### config.mk
export PLATFORM = sky130hd
export DESIGN_NAME = periph_ctrl_multi_timer
export DESIGN_NICKNAME = d
export VERILOG_FILES = /design/src/rtl/periph_ctrl_multi_timer.sv
export SDC_FILE = /design/constraint.sdc
export NUM_CORES = 1
export LEC_CHECK = 0
export ABC_AREA = 1
export ABC_CLOCK_PERIOD_IN_PS = 2300
export BUFFER_PORTS_ARGS = -buffer_cell sky130_fd_sc_hd__buf_2
export CAP_MARGIN = 40
export CORE_MARGIN = 4
export CORE_UTILIZATION = 54
export DETAILED_ROUTE_END_ITERATION = 8
export GPL_TIMING_DRIVEN = 0
export MAX_ROUTING_LAYER = met4
export PLACE_DENSITY_LB_ADDON = 0.25
export RECOVER_POWER = 50
export SLEW_MARGIN = 40
export SYNTH_ARGS = -nofsm -noshare
export SYNTH_HDL_FRONTEND = slang
export SYNTH_SLANG_ARGS = --single-unit
### constraint.sdc
create_clock -name clk -period 2.3 [get_ports clk]
set_clock_uncertainty 0.2 [all_clocks]
set_input_delay 0.46 -clock clk [delete_from_list [all_inputs] [get_ports clk]]
set_output_delay 0.46 -clock clk [all_outputs]
set_load 0.02 [all_outputs]
### src/rtl/periph_ctrl_multi_timer.sv
// Memory-mapped peripheral block: LED/digital output registers, free-running
// SYSTICK, NUM_TIMERS reload timers with one-shot mode and W1C interrupt flags.
module periph_ctrl_multi_timer #(
  parameter int          NUM_TIMERS  = 2,
  parameter int          TIMER_WIDTH = 32,
  parameter int          LED_WIDTH   = 8,
  parameter int          DIGI_WIDTH  = 12,
  parameter logic [31:0] BASE_ADDR   = 32'h4000_0000
) (
  input  logic                  clk,
  input  logic                  reset,
  input  logic [31:0]           Address,
  input  logic [31:0]           Write_Data,
  input  logic                  PeripheralControl_Read,
  input  logic                  PeripheralControl_Write,
  output logic [31:0]           Read_Data,
  output logic [LED_WIDTH-1:0]  led,
  output logic [DIGI_WIDTH-1:0] digital,
  output logic                  irq,
  output logic [NUM_TIMERS-1:0] irq_vec
);

  // Window size in 32-bit words: four global registers, four reserved words,
  // then four words per timer channel.
  localparam int WIN_WORDS = 8 + 4 * NUM_TIMERS;

  localparam logic [29:0] W_LED     = 30'd0;
  localparam logic [29:0] W_DIGI    = 30'd1;
  localparam logic [29:0] W_SYSTICK = 30'd2;
  localparam logic [29:0] W_IRQST   = 30'd3;

  localparam logic [1:0] F_TH   = 2'd0;
  localparam logic [1:0] F_TL   = 2'd1;
  localparam logic [1:0] F_TCON = 2'd2;

  logic [29:0]           woff;
  logic                  hit;
  logic                  wr_en;
  logic [NUM_TIMERS-1:0] tsel;
  logic [NUM_TIMERS-1:0] ovf;

  logic [LED_WIDTH-1:0]   led_q, led_d;
  logic [DIGI_WIDTH-1:0]  digi_q, digi_d;
  logic [31:0]            systick_q, systick_d;
  logic [TIMER_WIDTH-1:0] th_q [NUM_TIMERS];
  logic [TIMER_WIDTH-1:0] th_d [NUM_TIMERS];
  logic [TIMER_WIDTH-1:0] tl_q [NUM_TIMERS];
  logic [TIMER_WIDTH-1:0] tl_d [NUM_TIMERS];
  logic [NUM_TIMERS-1:0]  en_q, en_d;
  logic [NUM_TIMERS-1:0]  ie_q, ie_d;
  logic [NUM_TIMERS-1:0]  flag_q, flag_d;
  logic [NUM_TIMERS-1:0]  os_q, os_d;

  // Addresses below BASE_ADDR wrap to huge word offsets and fall out of range.
  assign woff  = Address[31:2] - BASE_ADDR[31:2];
  assign hit   = (Address[1:0] == 2'b00) && (woff < 30'(WIN_WORDS));
  assign wr_en = PeripheralControl_Write && hit;

  always_comb begin
    for (int k = 0; k < NUM_TIMERS; k++) begin
      tsel[k] = (woff[29:2] == 28'(2 + k));
      ovf[k]  = en_q[k] && (tl_q[k] == '1);
    end
  end

  // NOTE: every next-state signal gets its hold value first, so no path through
  // this block leaves a variable unassigned and no latch is inferred.
  always_comb begin
    led_d     = led_q;
    digi_d    = digi_q;
    systick_d = systick_q + 32'd1;
    en_d      = en_q;
    ie_d      = ie_q;
    flag_d    = flag_q;
    os_d      = os_q;

    if (wr_en && woff == W_LED)  led_d  = Write_Data[LED_WIDTH-1:0];
    if (wr_en && woff == W_DIGI) digi_d = Write_Data[DIGI_WIDTH-1:0];

    for (int k = 0; k < NUM_TIMERS; k++) begin
      th_d[k] = th_q[k];
      tl_d[k] = tl_q[k];

      // Counting first; a bus write below overrides it in the same cycle.
      if (en_q[k]) tl_d[k] = ovf[k] ? th_q[k] : tl_q[k] + TIMER_WIDTH'(1);
      if (ovf[k] && os_q[k]) en_d[k] = 1'b0;

      if (wr_en && tsel[k]) begin
        case (woff[1:0])
          F_TH: th_d[k] = Write_Data[TIMER_WIDTH-1:0];
          F_TL: tl_d[k] = Write_Data[TIMER_WIDTH-1:0];
          F_TCON: begin
            en_d[k] = Write_Data[0];
            ie_d[k] = Write_Data[1];
            os_d[k] = Write_Data[3];
            if (Write_Data[2]) flag_d[k] = 1'b0;
          end
          default: ;
        endcase
      end

      if (wr_en && woff == W_IRQST && Write_Data[k]) flag_d[k] = 1'b0;
      // An overflow in the same cycle as a clear must not be lost.
      if (ovf[k] && ie_q[k]) flag_d[k] = 1'b1;
    end
  end

  // NOTE: the timer register arrays are ordinary flops and are cleared on reset
  // like any other state; a running timer must not survive a reset.
  always_ff @(posedge clk) begin
    if (reset) begin
      led_q     <= '0;
      digi_q    <= '0;
      systick_q <= '0;
      en_q      <= '0;
      ie_q      <= '0;
      flag_q    <= '0;
      os_q      <= '0;
      for (int k = 0; k < NUM_TIMERS; k++) begin
        th_q[k] <= '0;
        tl_q[k] <= '0;
      end
    end else begin
      // NOTE: non-blocking so every flop samples the pre-edge values.
      led_q     <= led_d;
      digi_q    <= digi_d;
      systick_q <= systick_d;
      en_q      <= en_d;
      ie_q      <= ie_d;
      flag_q    <= flag_d;
      os_q      <= os_d;
      th_q      <= th_d;
      tl_q      <= tl_d;
    end
  end

  always_comb begin
    Read_Data = '0;
    if (PeripheralControl_Read && hit) begin
      case (woff)
        W_LED:     Read_Data = 32'(led_q);
        W_DIGI:    Read_Data = 32'(digi_q);
        W_SYSTICK: Read_Data = systick_q;
        W_IRQST:   Read_Data = 32'(flag_q);
        default: begin
          for (int k = 0; k < NUM_TIMERS; k++) begin
            if (tsel[k]) begin
              case (woff[1:0])
                F_TH:    Read_Data = 32'(th_q[k]);
                F_TL:    Read_Data = 32'(tl_q[k]);
                F_TCON:  Read_Data = {28'd0, os_q[k], flag_q[k], ie_q[k], en_q[k]};
                default: Read_Data = '0;
              endcase
            end
          end
        end
      endcase
    end
  end

  assign led     = led_q;
  assign digital = digi_q;
  assign irq_vec = flag_q;
  assign irq     = |flag_q;

endmodule
==> impl.org <==
** Critical path
- Critical Path Start Type :: input pin
- Worst R2R Setup Slack :: -0.14 ns
- Together, buffers and inverters on the worst path number 4.
- Largest stage delay on the critical path :: 0.71 ns
- Slowest library cell on the worst path :: sky130_fd_sc_hd__a221oi_1
- Critical path class :: in2out
- Biggest fanout along the worst timing path :: 10
- Data arrival, critical path :: 2.18 ns
- Ordered cell list for the critical path :: buf_2 > inv_1 > nand2_4 > inv_2 > a221oi_1 > nor3_1 > nor2_2 > nor2_2 > buf_6
- Type of element capturing the critical path :: output port
- Family of cells with the greatest summed delay on the critical path :: compound AO/OA/AOI/OAI gates
- Worst path required time :: 1.64 ns
- The most numerous cell type found on the critical path is sky130_fd_sc_hd__nor2_2.

** Detailed routing
- After detailed routing, the number of vias per cell comes to 6.05.
- In the final routed layout, each cell accounts on average for 21.6 µm.
- Once detail routing completed, the nets flagged for antenna violations numbered 0.
- The detailed router finished its first iteration with 2069 violations.
- In this run the top signal layer used is met4.
- In the routed design, unresolved DRC markers number 0.
- Routed length on met3 :: 6230 µm
- Vias :: 15000
- The pre-antenna-repair detailed-routing pass consisted of 8 iterations.
- Drt total wl :: 53500 µm
- Met2 WL post-DR :: 24200 µm
- Met1 Wirelength :: 20200 µm

** Global routing
- First-pass GRT wire length :: 77500 µm
- For this run the aggregate overflow at the end of global routing stands at 0.
- Number of global-route vias before repair :: 13800
- In the global route stage, overall resource usage came out at 41.9%.
- Pin count of the biggest net entering global routing :: 21
- Number of antenna violations at the first check in global routing :: 0

** Floorplanning
- Initial core utilization :: 55.3%
- The floorplan step set the die width to 158 µm.
- Core Rows :: 54
- I/O pin cnt :: 123
- Die Ht :: 158 µm
- The region available for standard cell placement spans 0.0220 mm².
- The floorplan step defined a die boundary enclosing 0.0250 mm².

** Synth
- Counting flops with a built-in enable in the synthesized netlist gives 0.
- For this run, the number of Yosys warnings is 0.
- Post-synthesis average cell area :: 6.11 µm²
- Yosys reg bits :: 188
- Summing the sequential cell areas from Yosys gives 31.0% of the chip area.
- Of all flip-flops after synthesis, the portion carrying an async set or reset was 0%.
- Number of cells produced by synthesis :: 1989
- Predominant post-synthesis flop cell :: sky130_fd_sc_hd__dfxtp_1
- After synthesis, the netlist uses 45 different library cells.
- When the netlist entered floorplanning its net count stood at 2060.
- Netlist area before placement :: 0.0121 mm²

** Place
- Routability-driven placement finished with a final weighted congestion of 1.04.
- # port buffers :: 119
- Dpl hpwl :: 39000 µm

** Outcome
- The flow ran to the end, but the final reports show violations.
- Violations in the final reports :: negative setup slack

** Clock tree
- Clock tree from TritonCTS :: done
- At the later pin of the worst-skew pair, clock insertion delay measures 0.46 ns.
- Total CTS buffers :: 17
- Sinks on Clock Net :: 188
- In this run the clock root is driven by a sky130_fd_sc_hd__clkbuf_16.
- For this design, the CTS-stage hold fixing added 0 buffers.
- Clock tree buffer depth :: 2
- Clock-pin slew was measured on the worst setup and hold paths at 0.08 ns.
- Depth of the CTS H-tree :: 4

** STA
- Achievable Freq :: 352 MHz
- In this run the tightest slew margin relative to its limit is 19.9%.
- Pins over their slew limit :: 0
- Setup violators final :: 174
- Ratio of final minimum period to clock period :: 124%
- At the pin with the least slew margin, the transition time is 1.20 ns.
- Setup slack of the critical path after layout :: -0.545 ns
- Setup repair after global routing missed its margin :: yes
- The number of hold violations in the final report came to 0.
- Final hold slack :: 0.0585 ns
- Final min period :: 2.84 ns

** Cells and area
- Total Nets Final :: 2254
- Relative to the synthesized area, the layout overhead comes to 30.7%.
- Cells with a size suffix above 1 make up 23.5% of the layout.
- The number of antenna diodes in the final layout is 0.
- Finished Core Util :: 72.3%

** Power
- Summed over all cells, the static leakage comes to 5.92 nW.
- Maximum resistive drop on vdd :: 0.000502 V
- Power spread over the standard cell area amounts to 430 mW/mm².

** Hold path
- Hold/Removal Path Class :: in2reg

** Job
- Max-cap violation count :: 0
registers in the layout, summed over array words and instances (netlist names):
name	flops
digital	12
en_q	2
ie_q	2
irq_vec	2
led	8
os_q	2
systick_q	32
th_q	64
tl_q	64
kinds of logic (layout without fill, tap and decap cells):
family,Yosys count,after routing,synth area share (%)
simple gates,989,989,33.7
xor+xnor,46,46,3.32
fa+ha+maj,3,3,0.309
flops,188,188,31.0
compound gates,453,453,21.6
buf+inv,310,517,10.2
placed cells by master, fill, tap and decap left out, types with 46 or more instances in the layout:
| master | netlist | routed |
|---|---|---|
| sky130_fd_sc_hd__o21ai_0 | 204 | 159 |
| sky130_fd_sc_hd__nand2_1 | 423 | 367 |
| sky130_fd_sc_hd__nand3_1 | 65 | 49 |
| sky130_fd_sc_hd__buf_6 | 5 | 61 |
| sky130_fd_sc_hd__o21ai_1 | 9 | 46 |
| sky130_fd_sc_hd__a21oi_1 | 92 | 79 |
| sky130_fd_sc_hd__dfxtp_1 | 188 | 160 |
| sky130_fd_sc_hd__buf_4 | 2 | 54 |
| sky130_fd_sc_hd__clkbuf_1 | 57 | 59 |
| sky130_fd_sc_hd__nor2_1 | 409 | 353 |
| sky130_fd_sc_hd__inv_1 | 206 | 190 |
| sky130_fd_sc_hd__buf_2 | 18 | 57 |
cell usage after synthesis (2+ instances only):
cell,count,area [µm²]
sky130_fd_sc_hd__a21oi_1,92,460
sky130_fd_sc_hd__a21oi_2,28,245
sky130_fd_sc_hd__a221oi_1,2,17.5
sky130_fd_sc_hd__a22oi_1,2,15.0
sky130_fd_sc_hd__a31oi_1,17,106
sky130_fd_sc_hd__buf_1,9,33.8
sky130_fd_sc_hd__buf_2,18,90.1
sky130_fd_sc_hd__buf_4,2,15.0
sky130_fd_sc_hd__buf_6,5,56.3
sky130_fd_sc_hd__clkbuf_1,57,214
sky130_fd_sc_hd__clkbuf_2,3,15.0
sky130_fd_sc_hd__dfxtp_1,188,3760
sky130_fd_sc_hd__ha_1,3,37.5
sky130_fd_sc_hd__inv_1,206,773
sky130_fd_sc_hd__inv_2,9,33.8
sky130_fd_sc_hd__nand2_1,423,1590
sky130_fd_sc_hd__nand2_2,2,12.5
sky130_fd_sc_hd__nand3_1,65,325
sky130_fd_sc_hd__nand3_2,4,40.0
sky130_fd_sc_hd__nand3_4,2,35.0
sky130_fd_sc_hd__nand3b_1,3,22.5
sky130_fd_sc_hd__nand4_1,25,156
sky130_fd_sc_hd__nor2_1,409,1540
sky130_fd_sc_hd__nor2_2,8,50.1
sky130_fd_sc_hd__nor2_8,2,40.0
sky130_fd_sc_hd__nor3_1,33,165
sky130_fd_sc_hd__nor3_2,2,20.0
sky130_fd_sc_hd__nor3b_1,4,30.0
sky130_fd_sc_hd__nor4_1,2,12.5
sky130_fd_sc_hd__o211ai_1,25,188
sky130_fd_sc_hd__o21a_1,37,278
sky130_fd_sc_hd__o21ai_0,204,1020
sky130_fd_sc_hd__o21ai_1,9,45.0
sky130_fd_sc_hd__o221ai_1,3,26.3
sky130_fd_sc_hd__o22ai_1,32,200
sky130_fd_sc_hd__xnor2_1,5,43.8
sky130_fd_sc_hd__xor2_1,41,359
layer usage:
metal	vias up	track usage, %
met4	0	18.2
met5	-	-
li1	6853	-
met1	6861	52.7
met3	230	7.44
met2	1027	66.4
worst paths after layout:
kind,startpoint,to,cells past startpoint
worst max register to register,systick_q[1],systick_q[18],7
worst min-delay path,Write_Data[24],th_q[56],2
worst min register to register,systick_q[0],systick_q[0],1
worst max-delay path,Address[3],Read_Data[7],9
final cells by class:
cell class	instances	area, µm²
clock buffer	17	425
sequential	188	3800
inverter	216	846
multi-input combinational	1491	8250
tap	280	350
clock inverter	15	171
fill	1865	6080
timing repair buffer	177	1400
buffer	92	629
power by group:
group	internal [W]	switching, W	total (W)
Clock	0.00147	0.00160	0.00307
Sequential	0.00325	0.00000662	0.00326
Combinational	0.000133	0.000365	0.000498
Total	0.00485	0.00197	0.00683
stage by stage:
stage | setup TNS [ns] | instances | setup WS, ns | area [µm²] | power (W)
CTS | -14.39 | 2450 | -0.520 | 15200 | 0.00674
finish | -33.48 | 2476 | -0.545 | 15900 | 0.00683
global route | -45.80 | 2476 | -0.621 | 15900 | 0.00695
floorplan | -2.84 | 1989 | -0.138 | 12600 | 0.00352
global placement | -67.54 | 2388 | -0.922 | 13600 | 0.00374
detailed placement | -72.74 | 2389 | -0.944 | 13600 | 0.00374
what timing repair did:
action / CTS / global route
gates resized for setup: 220 / 228
pin swaps: 41 / 59
cloned: 2 / 3
setup buffers: 27 / 27
hold endpoints to repair: 0 / 0
setup endpoints to repair: 104 / 145
Power figures use the tool's default switching activity.
